## src/rtl/lcd_pkg.sv

```systemverilog
// Shared types and HD44780 command bytes for the LCD controller.
// LCD_CURSOR_PISCANTE_EN selects a blinking cursor in the display-on command.
package lcd_pkg;

    typedef enum logic [2:0] {
        ESPERA_LIGAR,
        INIT,
        OCIOSO,
        LIMPANDO,
        ESCREVENDO,
        FIM,
        DESLIGANDO,
        DESLIGADO
    } estado_t;

    typedef enum logic [1:0] {
        F_LIVRE,
        F_SETUP,
        F_ENABLE,
        F_ESPERA
    } fase_t;

    localparam logic [7:0] CMD_FUNC_8BIT_2L = 8'h38;
    localparam logic [7:0] CMD_DISP_ON      = 8'h0C;
    localparam logic [7:0] CMD_DISP_ON_CUR  = 8'h0F;
    localparam logic [7:0] CMD_DISP_OFF     = 8'h08;
    localparam logic [7:0] CMD_CLEAR        = 8'h01;
    localparam logic [7:0] CMD_HOME         = 8'h02;
    localparam logic [7:0] CMD_ENTRY        = 8'h06;
    localparam logic [7:0] CMD_LINHA1       = 8'h80;
    localparam logic [7:0] CMD_LINHA2       = 8'hC0;

`ifdef LCD_CURSOR_PISCANTE_EN
    localparam logic [7:0] CMD_LIGAR = CMD_DISP_ON_CUR;
`else
    localparam logic [7:0] CMD_LIGAR = CMD_DISP_ON;
`endif

    function automatic logic [7:0] cmd_init(input logic [1:0] idx);
        case (idx)
            2'd0:    return CMD_FUNC_8BIT_2L;
            2'd1:    return CMD_LIGAR;
            2'd2:    return CMD_CLEAR;
            default: return CMD_ENTRY;
        endcase
    endfunction

    // Only the clear/home commands need the long settling time; data bytes never do.
    function automatic logic usa_espera_longa(input logic rs, input logic [7:0] dado);
        return !rs && (dado == CMD_CLEAR || dado == CMD_HOME);
    endfunction

endpackage

```

## src/rtl/lcd_escritor_byte.sv

```systemverilog
// Single-byte LCD bus writer: setup cycle, E strobe, then post-byte settling wait.
// Accepts `envia` only while `livre`; RS/DATA stay on the bus until the next byte.
module lcd_escritor_byte
    import lcd_pkg::*;
#(
    parameter int T_EN_CYC    = 50,
    parameter int T_CMD_CYC   = 2_500,
    parameter int T_CLEAR_CYC = 100_000
) (
    input  logic       clk,
    input  logic       rst_n,
    input  logic       envia,
    input  logic       rs,
    input  logic [7:0] dado,
    output logic       livre,
    output logic       lcd_rs,
    output logic       lcd_e,
    output logic [7:0] lcd_data
);

    localparam int T_MAX_A = (T_CLEAR_CYC > T_CMD_CYC) ? T_CLEAR_CYC : T_CMD_CYC;
    localparam int T_MAX   = (T_MAX_A > T_EN_CYC) ? T_MAX_A : T_EN_CYC;
    localparam int CW      = $clog2(T_MAX + 1);

    fase_t          fase_reg, fase_next;
    logic [CW-1:0]  cnt_reg, cnt_next;
    logic           rs_reg, rs_next;
    logic [7:0]     dado_reg, dado_next;
    logic           longo_reg, longo_next;
    logic [CW-1:0]  limite;

    assign limite = longo_reg ? CW'(T_CLEAR_CYC - 1) : CW'(T_CMD_CYC - 1);

    always_ff @(posedge clk or negedge rst_n) begin
        if (!rst_n) begin
            fase_reg  <= F_LIVRE;
            cnt_reg   <= '0;
            rs_reg    <= 1'b0;
            dado_reg  <= 8'h00;
            longo_reg <= 1'b0;
        end else begin
            fase_reg  <= fase_next;
            cnt_reg   <= cnt_next;
            rs_reg    <= rs_next;
            dado_reg  <= dado_next;
            longo_reg <= longo_next;
        end
    end

    always_comb begin
        fase_next  = fase_reg;
        cnt_next   = cnt_reg;
        rs_next    = rs_reg;
        dado_next  = dado_reg;
        longo_next = longo_reg;
        case (fase_reg)
            F_LIVRE: begin
                if (envia) begin
                    rs_next    = rs;
                    dado_next  = dado;
                    longo_next = usa_espera_longa(rs, dado);
                    fase_next  = F_SETUP;
                end
            end
            F_SETUP: begin
                cnt_next  = '0;
                fase_next = F_ENABLE;
            end
            F_ENABLE: begin
                if (cnt_reg == CW'(T_EN_CYC - 1)) begin
                    cnt_next  = '0;
                    fase_next = F_ESPERA;
                end else begin
                    cnt_next = cnt_reg + CW'(1);
                end
            end
            default: begin
                if (cnt_reg == limite) begin
                    cnt_next  = '0;
                    fase_next = F_LIVRE;
                end else begin
                    cnt_next = cnt_reg + CW'(1);
                end
            end
        endcase
    end

    assign livre    = (fase_reg == F_LIVRE);
    assign lcd_e    = (fase_reg == F_ENABLE);
    assign lcd_rs   = rs_reg;
    assign lcd_data = dado_reg;

endmodule

```

## src/rtl/controlador_lcd.sv

```systemverilog
// 16x2 HD44780 sequencer: power-up wait, init, then frame-write / clear requests.
// Define LCD_CURSOR_PISCANTE_EN for a blinking cursor in the display-on command.
module controlador_lcd
    import lcd_pkg::*;
#(
    parameter int T_POWERUP_CYC = 1_000_000,
    parameter int T_EN_CYC      = 50,
    parameter int T_CMD_CYC     = 2_500,
    parameter int T_CLEAR_CYC   = 100_000
) (
    input  logic         clk,
    input  logic         rst_n,
    input  logic         habilitar,
    input  logic         inicio,
    input  logic         limpar,
    input  logic [127:0] linha1,
    input  logic [127:0] linha2,
    output logic         pronto,
    output logic         ocupado,
    output logic         concluido,
    output logic         lcd_rs,
    output logic         lcd_rw,
    output logic         lcd_e,
    output logic [7:0]   lcd_data
);

    localparam int TW = $clog2(T_POWERUP_CYC + 1);

    estado_t        estado_reg, estado_next;
    logic [TW-1:0]  timer_reg, timer_next;
    logic [4:0]     idx_reg, idx_next;
    logic           cab_reg, cab_next;
    logic           fim_reg, fim_next;
    logic [255:0]   linhas_reg, linhas_next;

    logic           envia, env_rs, livre;
    logic [7:0]     env_dado, caractere;
    logic [7:0]     chars [32];

    // Character i of the frame: row 1 is 0..15, row 2 is 16..31, leftmost first.
    for (genvar gi = 0; gi < 32; gi++) begin : g_char
        assign chars[gi] = linhas_reg[255 - 8*gi -: 8];
    end
    assign caractere = chars[idx_reg];

    always_ff @(posedge clk or negedge rst_n) begin
        if (!rst_n) begin
            estado_reg <= ESPERA_LIGAR;
            timer_reg  <= '0;
            idx_reg    <= 5'd0;
            cab_reg    <= 1'b0;
            fim_reg    <= 1'b0;
            linhas_reg <= '0;
        end else begin
            estado_reg <= estado_next;
            timer_reg  <= timer_next;
            idx_reg    <= idx_next;
            cab_reg    <= cab_next;
            fim_reg    <= fim_next;
            linhas_reg <= linhas_next;
        end
    end

    // fim_reg means every byte of the current state has been handed to the writer;
    // the state is left once the writer is free again.
    always_comb begin
        estado_next = estado_reg;
        timer_next  = timer_reg;
        idx_next    = idx_reg;
        cab_next    = cab_reg;
        fim_next    = fim_reg;
        linhas_next = linhas_reg;
        envia       = 1'b0;
        env_rs      = 1'b0;
        env_dado    = 8'h00;
        case (estado_reg)
            ESPERA_LIGAR: begin
                if (timer_reg == TW'(T_POWERUP_CYC - 1)) begin
                    estado_next = INIT;
                end else begin
                    timer_next = timer_reg + TW'(1);
                end
            end
            INIT: begin
                if (livre) begin
                    if (fim_reg) begin
                        estado_next = habilitar ? OCIOSO : DESLIGADO;
                    end else begin
                        envia    = 1'b1;
                        env_dado = cmd_init(idx_reg[1:0]);
                        if (idx_reg == 5'd3) fim_next = 1'b1;
                        else                 idx_next = idx_reg + 5'd1;
                    end
                end
            end
            OCIOSO: begin
                if (limpar) begin
                    estado_next = LIMPANDO;
                end else if (inicio) begin
                    linhas_next = {linha1, linha2};
                    estado_next = ESCREVENDO;
                end else if (!habilitar) begin
                    estado_next = DESLIGANDO;
                end
            end
            LIMPANDO: begin
                if (livre) begin
                    if (fim_reg) begin
                        estado_next = FIM;
                    end else begin
                        envia    = 1'b1;
                        env_dado = CMD_CLEAR;
                        fim_next = 1'b1;
                    end
                end
            end
            ESCREVENDO: begin
                if (livre) begin
                    if (fim_reg) begin
                        estado_next = FIM;
                    end else if (cab_reg) begin
                        envia    = 1'b1;
                        env_dado = idx_reg[4] ? CMD_LINHA2 : CMD_LINHA1;
                        cab_next = 1'b0;
                    end else begin
                        envia    = 1'b1;
                        env_rs   = 1'b1;
                        env_dado = caractere;
                        if (idx_reg == 5'd31) begin
                            fim_next = 1'b1;
                        end else begin
                            idx_next = idx_reg + 5'd1;
                            if (idx_reg == 5'd15) cab_next = 1'b1;
                        end
                    end
                end
            end
            FIM: begin
                estado_next = habilitar ? OCIOSO : DESLIGANDO;
            end
            DESLIGANDO: begin
                if (livre) begin
                    if (fim_reg) begin
                        estado_next = DESLIGADO;
                    end else begin
                        envia    = 1'b1;
                        env_dado = CMD_DISP_OFF;
                        fim_next = 1'b1;
                    end
                end
            end
            default: begin
                if (livre) begin
                    if (fim_reg) begin
                        estado_next = OCIOSO;
                    end else if (habilitar) begin
                        envia    = 1'b1;
                        env_dado = CMD_LIGAR;
                        fim_next = 1'b1;
                    end
                end
            end
        endcase
        if (estado_next != estado_reg) begin
            idx_next = 5'd0;
            cab_next = 1'b1;
            fim_next = 1'b0;
        end
    end

    lcd_escritor_byte #(
        .T_EN_CYC    (T_EN_CYC),
        .T_CMD_CYC   (T_CMD_CYC),
        .T_CLEAR_CYC (T_CLEAR_CYC)
    ) u_escritor (
        .clk      (clk),
        .rst_n    (rst_n),
        .envia    (envia),
        .rs       (env_rs),
        .dado     (env_dado),
        .livre    (livre),
        .lcd_rs   (lcd_rs),
        .lcd_e    (lcd_e),
        .lcd_data (lcd_data)
    );

    assign pronto    = (estado_reg == OCIOSO);
    assign ocupado   = (estado_reg == LIMPANDO) || (estado_reg == ESCREVENDO);
    assign concluido = (estado_reg == FIM);
    assign lcd_rw    = 1'b0;

endmodule

```

## config.mk

```make
export PLATFORM = sky130hd
export DESIGN_NAME = controlador_lcd
export DESIGN_NICKNAME = d
export VERILOG_FILES = /design/src/rtl/lcd_pkg.sv /design/src/rtl/lcd_escritor_byte.sv /design/src/rtl/controlador_lcd.sv
export SDC_FILE = /design/constraint.sdc
export NUM_CORES = 1
export LEC_CHECK = 0
export CAP_MARGIN = 20
export CORE_MARGIN = 2
export CORE_UTILIZATION = 45
export CTS_CLUSTER_DIAMETER = 60
export CTS_CLUSTER_SIZE = 10
export DETAILED_ROUTE_END_ITERATION = 10
export GPL_ROUTABILITY_DRIVEN = 0
export PLACE_DENSITY = 0.7
export SLEW_MARGIN = 30
export SYNTH_ARGS = -nofsm -noshare
export SYNTH_HDL_FRONTEND = slang
export SYNTH_HIERARCHICAL = 1
export SYNTH_SLANG_ARGS = --single-unit
```

## constraint.sdc

```tcl
create_clock -name clk -period 3.1 [get_ports clk]
set_clock_uncertainty 0.2 [all_clocks]
set_input_delay 0.775 -clock clk [delete_from_list [all_inputs] [get_ports clk]]
set_output_delay 0.775 -clock clk [all_outputs]
set_load 0.005 [all_outputs]
```

Word level (Yosys, flattened, before mapping)
Index checks and enable logic that the tools add are counted.
{ "word_totals": {"inputBits": 261, "word_cells": 149, "output_inout_bits": 14, "regBits": 315} }
{ "op_classes": {"n_bitwise": 3, "add_sub_neg": 3, "eq_ne": 30, "reduce_logical": 22, "order_cmp": 1, "muxes": 79} }
{ "ops": {"columns": ["cell", "n"], "rows": [
  ["two-way mux 17 bit", 3],
  ["case mux 17 bit (3 select lines)", 1],
  ["two-way mux 3 bit", 14],
  ["binary-select mux 8 bit (select 5 bit)", 1],
  ["two-way mux 5 bit", 8],
  ["two-way mux 8 bit", 5],
  ["case mux 8 bit (5 select lines)", 1],
  ["two-way mux 1 bit", 29],
  ["!= test 3 bit, second input constant", 7],
  ["adder 20 x 1 -> 20 bit, second input constant", 1],
  ["== test 20 bit, second input constant", 1],
  ["two-way mux 4 bit", 5],
  ["case mux 3 bit (6 select lines)", 1],
  ["case mux 6 bit (3 select lines)", 1],
  ["adder 17 x 1 -> 17 bit, second input constant", 1],
  ["== test 17 bit", 1],
  ["== test 17 x 6 -> 1 bit, second input constant", 1],
  ["two-way mux 6 bit", 2],
  ["case mux 5 bit (2 select lines)", 1],
  ["== test 3 bit, second input constant", 3],
  ["AND reduction 3 bit", 3],
  ["== test 8 x 1 -> 1 bit, second input constant", 1],
  ["== test 8 x 2 -> 1 bit, second input constant", 1],
  ["AND reduction 8 bit", 1],
  ["31 further kinds", 45]
]} }

Longest topological paths before layout
{ "logic_depth": {"depth_word": 11, "mapped_depth": 12, "mapped_depth_nobuf": 10} }

Cells and area by module
The synthesis kept the hierarchy.
{ "modules_own_cells": {"columns": ["mod", "cells_each", "seq_area_each_um2", "n_inst", "area_each_um2"], "rows": [
  ["controlador_lcd", 931, 7156.9, 1, 13516.7],
  ["lcd_escritor_byte", 172, 725.7, 1, 1674.1]
]} }

Least setup slack after synthesis
No wires, ideal clock.
{ "synth_path": {"kind": "reg-to-reg", "startpoint": "register idx_reg[2]", "endpoint": "register idx_reg[4]", "stages_incl_launch_ff": 10, "setup_ps": 111, "slack_ps": 483, "required_time_ps": 2789, "path_buffers": 3, "arrival_time_ps": 2306, "period_less_slack_ps": 2617, "path_cell_list": "dfrtp_1 -> clkbuf_1 -> buf_2 -> buf_2 -> and3_1 -> ha_1 -> o32a_1 -> nor3_4 -> nor2_1 -> a2111oi_2"} }
{ "synth_between": {"elab_chain_cells": 7, "elab_cells_between_ends": 15, "classes_between": "add/sub (1); eq/ne (4); mux (9); reduce/logical (1)"} }
{ "synth_lines": {"columns": ["element", "line_no", "rtl"], "rows": [
  ["from (decl)", "controlador_lcd.sv:31", "logic [4:0] idx_reg, idx_next;"],
  ["from (signal assigned)", "controlador_lcd.sv:57", "idx_reg <= idx_next;"],
  ["adder 5 x 1 -> 5 bit", "controlador_lcd.sv:92, controlador_lcd.sv:132", null],
  ["two-way mux 5 bit", "controlador_lcd.sv:129", "if (idx_reg == 5'd31) begin"],
  ["two-way mux 5 bit", "controlador_lcd.sv:121", "end else if (cab_reg) begin"],
  ["two-way mux 5 bit", "controlador_lcd.sv:119", "if (fim_reg) begin"],
  ["two-way mux 5 bit", "controlador_lcd.sv:118", "if (livre) begin"],
  ["case mux 5 bit (2 select lines)", "controlador_lcd.sv:76", "case (estado_reg)"],
  ["two-way mux 5 bit", "controlador_lcd.sv:164", "if (estado_next != estado_reg) begin"]
]} }
Parallel ways exist; a longest one is shown, timed or not. The select of a mux whose other input is x is not followed.
A chain may end at the register's enable or synchronous reset.

Final worst setup path
{ "layout_path": {"startpoint": "register idx_reg[0]", "endpoint": "register u_escritor.longo_reg"} }
{ "layout_between": {"elab_chain_cells": 11, "elab_cells_between_ends": 18, "classes_between": "eq/ne (4); mux (10); bitwise (1); reduce/logical (3)"} }
{ "layout_lines": {"columns": ["element", "line_no", "rtl"], "rows": [
  ["NOT 5 -> 6 bit (implied by the code) *", "controlador_lcd.sv:44", "assign caractere = chars[idx_reg];"],
  ["binary-select mux 8 bit (select 5 bit) *", "controlador_lcd.sv:44", null],
  ["two-way mux 8 bit (implied by the code) * (2 in series)", "controlador_lcd.sv:44", null],
  ["two-way mux 8 bit *", "controlador_lcd.sv:121", null],
  ["two-way mux 8 bit *", "controlador_lcd.sv:119", null],
  ["two-way mux 8 bit *", "controlador_lcd.sv:118", null],
  ["case mux 8 bit (5 select lines) *", "controlador_lcd.sv:76", null],
  ["via env_dado[7]", "controlador_lcd.sv:37", "logic [7:0] env_dado, caractere;"],
  ["== test 8 x 1 -> 1 bit or == test 8 x 2 -> 1 bit (tied branches)", "lcd_pkg.sv:50", "return !rs && (dado == CMD_CLEAR || dado == CMD_HOME);"],
  ["logical OR 1 bit *", "lcd_pkg.sv:50", null],
  ["logical AND 1 bit *", "lcd_pkg.sv:50", null],
  ["to (signal assigned)", "lcd_escritor_byte.sv:46", "longo_reg <= longo_next;"],
  ["to (decl)", "lcd_escritor_byte.sv:29", "logic longo_reg, longo_next;"]
]} }
The timed path passes the listed nets; every way through them passes the cells marked *. The select of a mux whose other input is x is not followed.

==> out/metrics.csv <==
stage;metric;value;unit
status;status;finished, final reports clean;
grt;track_usage;0.231;
critical_path;start_kind;flip-flop;
pwr;ir_drop;0.000375;V
floorplanning;initial_core_util;0.455;
grt;gr-total-overflow;0;
timing;tightest_slew;0.755;ns
synth;syn_nets;1377;
grt;antenna_found_initial;10;
drt;ant_nets;0;
timing;min_period_over_period;0.975;
drt;viasPerCell;5.58;
drt;vias;10400;
critical_path;cp_max_fo;16;
synth;synth-simple-area-share;0.0693;
synth;avgSynthCellArea;13.8;um2
drt;wl_per_cell;21.8;um
critical_path;crit_required;3.34;ns
cts;cts_buffers;39;
synth;seq_area_frac_synth;0.519;
critical_path;slowest_delay;0.56;ns
timing;maxSlewViolCount;0;
synth;synthArstFlopShare;1.00;
timing;hold_violations;0;
grt;grt_pass1_wl;62900;um
placement;port_buffers;273;
pwr;p_per_area;542;nW/um2
job;maxCapViolCount;0;
placement;dpl-instance-area;18800;um2
critical_path;critPathKind;reg2reg;
critical_path;critical_path.cell_chain;buf_12 -> mux4_2 -> mux2i_1 -> nor2_1 -> a2111oi_4 -> nor3_1 -> nor4_1 -> nand3_1 -> o21ai_0;
grt;grt_max_degree;91;
synth;ys.flop_type;dfrtp_1;
critical_path;ff2ff_path_depth;9;
final_layout;fin_area;20000;um2
cts;cts_tree;yes;
critical_path;slowest_stage;dfrtp_4;
final_layout;areaGrowthSynthToFinish;31.4;%
final_layout;largest_register_ffs;256;
floorplanning;die_h;188;um
floorplanning;die_area;35200;um2
placement;dp_hpwl;30500;um
drt;wirelength;40700;um
synth;synth_xor_area_frac;0.0167;
synth;synth_compound_area_frac;0.0497;
cts;htreeDepth;2;
critical_path;regToRegEndpoint;u_escritor/longo_reg;
synth;netlist_instances;1103;
cts;clock_path_buffers;3;
synth;synth-edff-count;0;
cts;cts-root-buf;clkbuf_16;
floorplanning;rows;67;
floorplanning;io_pins;275;
critical_path;rrSetupSlack;0.08;ns
timing;fmax;331;MHz
critical_path;cp-startpoint;idx_reg[0];
cts;clk_pin_slew;0.05;ns
synth;ys_seq_elements;315;
timing;rsz0062_at_grt;false;
placement;place_ws;-0.0328;ns
drt;drt_iter0_markers;642;
synth;synth_fa_ha_area_frac;0.0107;
critical_path;r2r-start;idx_reg[0];
timing;setup_violations;0;
final_layout;drive_above_1_share;0.312;
final_layout;fin_nets;1679;
drt;firstDrtPassIters;8;
grt;grt_pass1_vias;10900;
synth;synth_cell_types;74;
synth;synthesis.area;15200;um2
timing;period_minus_slack;3.02;ns
cts;clk_latency;0.53;ns
synth;synth_top_family_by_area;multiplexers;
critical_path;endpoint_kind;flip-flop;
final_layout;fillers;2681;
timing;relSlewSlack;0.497;
critical_path;cp.arrival;3.26;ns
floorplanning;core_area;33400;um2
cts;clock_sinks;315;
final_layout;final-seq-area;7890;um2
drt;drc;0;
synth;muxShareOfSynthArea;0.305;
timing;timing.final.ws_setup;0.0780;ns
synth;ys_warn_count;6;
hold_path;hold_class;in2async;
final_layout;multi_input_area;6900;um2
floorplanning;die_x;188;um
pwr;leakage;8.83;nW
-- report_power, final --
| part | switching (mW) | total (mW) | internal (mW) |
|---|---|---|---|
| Sequential | 0.363 | 5.10 | 4.74 |
| Combinational | 0.518 | 1.52 | 1.00 |
| Clock | 1.67 | 4.20 | 2.53 |
| Total | 2.55 | 10.8 | 8.27 |
-- stage by stage --
| step | cells | setup TNS, ns | hold WS [ns] | power (mW) | utilization |
|---|---|---|---|---|---|
| final | 1865 | 0 | 0.0860 | 10.8 | 0.598 |
| after floorplan | 1103 | 0 | 0.234 | 5.88 | - |
| after detailed placement | 1811 | -0.0328 | 0.254 | 6.70 | 0.563 |
| after global routing | 1863 | 0 | 0.149 | 11.3 | 0.598 |
| after CTS | 1861 | 0 | 0.133 | 10.9 | 0.597 |
| after global placement | 1811 | -0.0652 | 0.252 | 6.63 | 0.563 |
-- placed cells by master (no fill, tap or decap), drive strengths merged, types with 6 or more instances in the layout --
master | netlist | final
dfrtp | 315 | 315
clkdlybuf4s50 | 0 | 272
mux2 | 269 | 269
buf | 55 | 57
mux4 | 53 | 53
nand2 | 44 | 44
clkbuf | 13 | 43
mux2i | 37 | 37
nand3 | 27 | 27
nor3 | 24 | 24
o21ai | 24 | 24
nor2 | 22 | 22
inv | 21 | 21
xnor2 | 17 | 17
a21oi | 16 | 16
ha | 13 | 13
xor2 | 12 | 12
nand4 | 12 | 12
nor4 | 12 | 12
a31oi | 9 | 9
nor2b | 8 | 8
nand2b | 7 | 7
o22ai | 7 | 7
o221ai | 6 | 6
and3 | 6 | 6
nor4b | 6 | 6
a2111oi | 6 | 6
-- worst max-delay path by stage --
stage	to	depth (start not counted)	slack, ns
floorplan	idx_reg[4]	9	0.48
global placement	u_escritor/longo_reg	9	-0.07
detailed placement	u_escritor/longo_reg	9	-0.03
CTS	u_escritor/longo_reg	9	0.07
global route	u_escritor/longo_reg	9	0.005
finish	u_escritor/longo_reg	9	0.08
-- area by class of cell --
type | instances | share of cell area
flip-flops and latches | 315 | 0.395
multi-input cells | 698 | 0.345
repair buffers | 329 | 0.170
clock buffers | 43 | 0.0501
well taps | 448 | 0.0281
clock inverters | 7 | 0.00683
inverters | 22 | 0.00414
diodes | 3 | 0.000376
-- Yosys cell counts (9+ instances only) --
| cell type | instances | area [um2] |
|---|---|---|
| buf_2 | 42 | 210 |
| clkbuf_1 | 13 | 48.8 |
| mux2i_1 | 37 | 370 |
| nand3_1 | 27 | 135 |
| dfrtp_1 | 315 | 7880 |
| mux4_2 | 45 | 1010 |
| inv_1 | 21 | 78.8 |
| nor3_1 | 22 | 110 |
| xor2_1 | 12 | 105 |
| mux2_2 | 268 | 3020 |
| o21ai_0 | 20 | 100 |
| nand2_1 | 44 | 165 |
| xnor2_1 | 17 | 149 |
| a21oi_1 | 16 | 80.1 |
| ha_1 | 13 | 163 |
| a31oi_1 | 9 | 56.3 |
| nand4_1 | 12 | 75.1 |
| nor4_1 | 11 | 68.8 |
| nor2_1 | 22 | 82.6 |
-- routing by layer --
| metal | vias to the layer above | track usage | share of wire |
|---|---|---|---|
| met2 | 315 | 0.383 | 0.49 |
| met5 | - | 0 | 0.0020 |
| li1 | 4710 | - | - |
| met1 | 5295 | 0.305 | 0.42 |
| met4 | 12 | 0.0569 | 0.021 |
| met3 | 71 | 0.0616 | 0.070 |
-- repair_timing --
action / in CTS / in global routing
endpoints found under the hold margin: 0 / 0
setup buffers: 0 / 1
hold buffers: 0 / 0
endpoints found under the setup margin: 1 / 2
resized for setup: 1 / 8
-- cell families (layout without fill, tap and decap cells) --
logic type               after synthesis  count (layout)
multiplexers                         359             359
flip-flops                           315             315
AND/OR/NAND/NOR                      191             191
AO/OA/AOI/OAI                        105             105
buffers and inverters                 90             401
XOR/XNOR                              29              29
adder cells (fa/ha/maj)               13              13
other                                  1               4
-- worst max-delay path: cells and delay by family (launching register included) --
family                 cells  cell delay (ns)
AO/OA/AOI/OAI              2             0.49
buffers and inverters      1             0.21
flip-flops                 1             0.56
multiplexers               2             0.80
AND/OR/NAND/NOR            4             0.70
No activity file was read; power rests on OpenSTA's default activity.
==> variant (same settings) <==
Register the inputs `habilitar`, `inicio`, `limpar`, `linha1` and `linha2` before use, with the module's reset. The logic sees them one clock later.
--- a/src/rtl/controlador_lcd.sv
+++ b/src/rtl/controlador_lcd.sv
@@ -26,6 +26,28 @@
 
     localparam int TW = $clog2(T_POWERUP_CYC + 1);
 
+    logic habilitar_q;
+    logic inicio_q;
+    logic limpar_q;
+    logic [127:0] linha1_q;
+    logic [127:0] linha2_q;
+
+    always_ff @(posedge clk or negedge rst_n) begin
+        if (!rst_n) begin
+            habilitar_q <= '0;
+            inicio_q    <= '0;
+            limpar_q    <= '0;
+            linha1_q    <= '0;
+            linha2_q    <= '0;
+        end else begin
+            habilitar_q <= habilitar;
+            inicio_q    <= inicio;
+            limpar_q    <= limpar;
+            linha1_q    <= linha1;
+            linha2_q    <= linha2;
+        end
+    end
+
     estado_t        estado_reg, estado_next;
     logic [TW-1:0]  timer_reg, timer_next;
     logic [4:0]     idx_reg, idx_next;
@@ -84,7 +106,7 @@
             INIT: begin
                 if (livre) begin
                     if (fim_reg) begin
-                        estado_next = habilitar ? OCIOSO : DESLIGADO;
+                        estado_next = habilitar_q ? OCIOSO : DESLIGADO;
                     end else begin
                         envia    = 1'b1;
                         env_dado = cmd_init(idx_reg[1:0]);
@@ -94,12 +116,12 @@
                 end
             end
             OCIOSO: begin
-                if (limpar) begin
+                if (limpar_q) begin
                     estado_next = LIMPANDO;
-                end else if (inicio) begin
-                    linhas_next = {linha1, linha2};
+                end else if (inicio_q) begin
+                    linhas_next = {linha1_q, linha2_q};
                     estado_next = ESCREVENDO;
-                end else if (!habilitar) begin
+                end else if (!habilitar_q) begin
                     estado_next = DESLIGANDO;
                 end
             end
@@ -136,7 +158,7 @@
                 end
             end
             FIM: begin
-                estado_next = habilitar ? OCIOSO : DESLIGANDO;
+                estado_next = habilitar_q ? OCIOSO : DESLIGANDO;
             end
             DESLIGANDO: begin
                 if (livre) begin
@@ -153,7 +175,7 @@
                 if (livre) begin
                     if (fim_reg) begin
                         estado_next = OCIOSO;
-                    end else if (habilitar) begin
+                    end else if (habilitar_q) begin
                         envia    = 1'b1;
                         env_dado = CMD_LIGAR;
                         fim_next = 1'b1;
Behaviour: same outputs for any inputs over 10 cycles, from zero or initial values and one cycle with rst_n low; that may be too few to reach the edited logic, so the function may still have changed.
==> variant against the original RTL <==
- first-iteration DRC count grew 23%
- via count rose by 19%
- final area up 36%
- die area is 41% higher
- non-clock buffer count did not move
- area after synthesis up 42%
- total power grew 40%
- maximum frequency is 0.32% higher
- routed wire length grew 23%
- setup slack gained 9.6 ps
- sequential power up 52%
- clock power up 65%
- sequential cell count increased by 259
- largest power group unchanged
==> variant: results (changes against the original RTL) <==
initial antenna violation count: 2 (was 10)
relative slew slack: 0.596 (was 0.497)
run status: completed (unchanged)
CTS buffer count: 68 (was 39)
nets@finish: 1948 (was 1679)
met3 Use GR: 0.0452 (was 0.0616)
worst hold endpoint: chars[147]
met3 WL: 2510 um (was 2830 um)
drt first pass iters: 4 (was 8)
switching power: 3.11 mW (was 2.55 mW)
# fillers: 3670 (was 2681)
clk_lat worst skew: 590 ps (was 530 ps)
Syn Nets: 1614 (was 1377)
vias in the first global route: 13600 (was 10900)
Metal-1 WL: 21500 um (was 17000 um)
worst hold path type: flop to flop (was primary input to asynchronous set/reset pin)
setup bufs post-CTS: 4 (was 0)
post-synthesis sequential area ratio: 0.666 (was 0.519)
HPWL Detailed: 35600 um (was 30500 um)
port bufs: 273 (unchanged)
M1 GR Usage: 0.282 (was 0.305)
Via density: 5.37 (was 5.58)
Leak: 12.5 nW (was 8.83 nW)
Placed Area: 0.0252 mm^2 (was 0.0188 mm^2)
Avg Cell Area, Syn: 16.1 um^2 (was 13.8 um^2)
ys async rst share: 1.00 (unchanged)
maximum VDD drop: 411 uV (was 375 uV)
CTS H-tree depth: 3 (was 2)
met2 wire length: 24700 um (was 19900 um)
Post-synth top cells: dfrtp_1 (574), mux2_2 (267), mux4_2 (62) (was dfrtp_1 (315), mux2_2 (268), mux4_2 (45))
leading post-synthesis cells by cell area: dfrtp_1 (67%), mux2_2 (14%), mux4_2 (6.5%) (was dfrtp_1 (52%), mux2_2 (20%), mux4_2 (6.7%))
largest net degree at the start of global routing: 105 (was 91)
first-pass GRT wire length: 79100 um (was 62900 um)
WL final: 50100 um (was 40700 um)
Warnings, synthesis: 6 (unchanged)
CP arrival: 3310 ps (was 3260 ps)
initial drt markers: 787 (was 642)
count of cells resized by post-cts repair: 4 (was 1)
top sig layer: met4 (was met5)
r2r endpoint: u_escritor/longo_reg (unchanged)
GRT Util Overall: 0.210 (was 0.231)
CP Launch Type: flop (unchanged)
cts hold-fix bufs: 1 (was 0)
final hold slack: 263 ps (was 86.0 ps)
met2 Use GR: 0.340 (was 0.383)
synth unique cells: 69 (was 74)
worst-path fanout max: 18 (was 16)
share of layout cells above drive strength 1: 0.286 (was 0.312)
## variant: cell count changes after synthesis, sizes merged, moves of 5 or more
cell,before,now
and4,2,7
o31ai,3,9
mux4,53,65
nor4,12,6
dfrtp,315,574
o221ai,6,1
o21ai,24,16
inv,21,14
mux2i,37,13
nor2,22,39
## variant: power groups by stage
stage	sequential [mW]	clock (mW)	combinational [mW]
after floorplan	7.83	0	0.00645
after global placement	7.87	0	0.542
after detailed placement	7.87	0	0.543
after CTS	7.74	7.10	0.549
after global routing	7.75	7.40	0.584
final	7.74	6.91	0.531
## variant: cells by family after synthesis
kind of cell	count (synthesis)	synth area share
AO/OA/AOI/OAI	98	0.0313
XOR/XNOR	29	0.0118
adder cells (fa/ha/maj)	13	0.00754
buffers and inverters	81	0.0203
flip-flops	574	0.666
multiplexers	345	0.214
other	1	0.000174
AND/OR/NAND/NOR	199	0.0490
## variant: critical path, cell delays in order, from the launching register on
cell,delay [ps]
dfrtp_4,600
buf_12,220
buf_4,160
mux4_2,500
o21ai_0,360
a211oi_1,120
a32o_1,270
nor3_1,210
nand3_1,100
o21ai_0,150
## variant: per-stage QoR
step	instances	total power [mW]	utilization	setup slack [ps]
after detailed placement	2211	8.42	0.531	120
after floorplan	1340	7.84	-	532
after global placement	2211	8.41	0.531	112
after CTS	2297	15.4	0.571	14.6
final	2302	15.2	0.572	87.5
after global routing	2301	15.7	0.572	6.19
## variant: cell type report
| type | instances | share of cell area |
|---|---|---|
| multi-input cells | 685 | 0.250 |
| clock buffers | 74 | 0.0634 |
| flip-flops and latches | 574 | 0.529 |
| well taps | 615 | 0.0283 |
| inverters | 16 | 0.00221 |
| diodes | 2 | 0.000184 |
| clock inverters | 7 | 0.00479 |
| repair buffers | 329 | 0.122 |
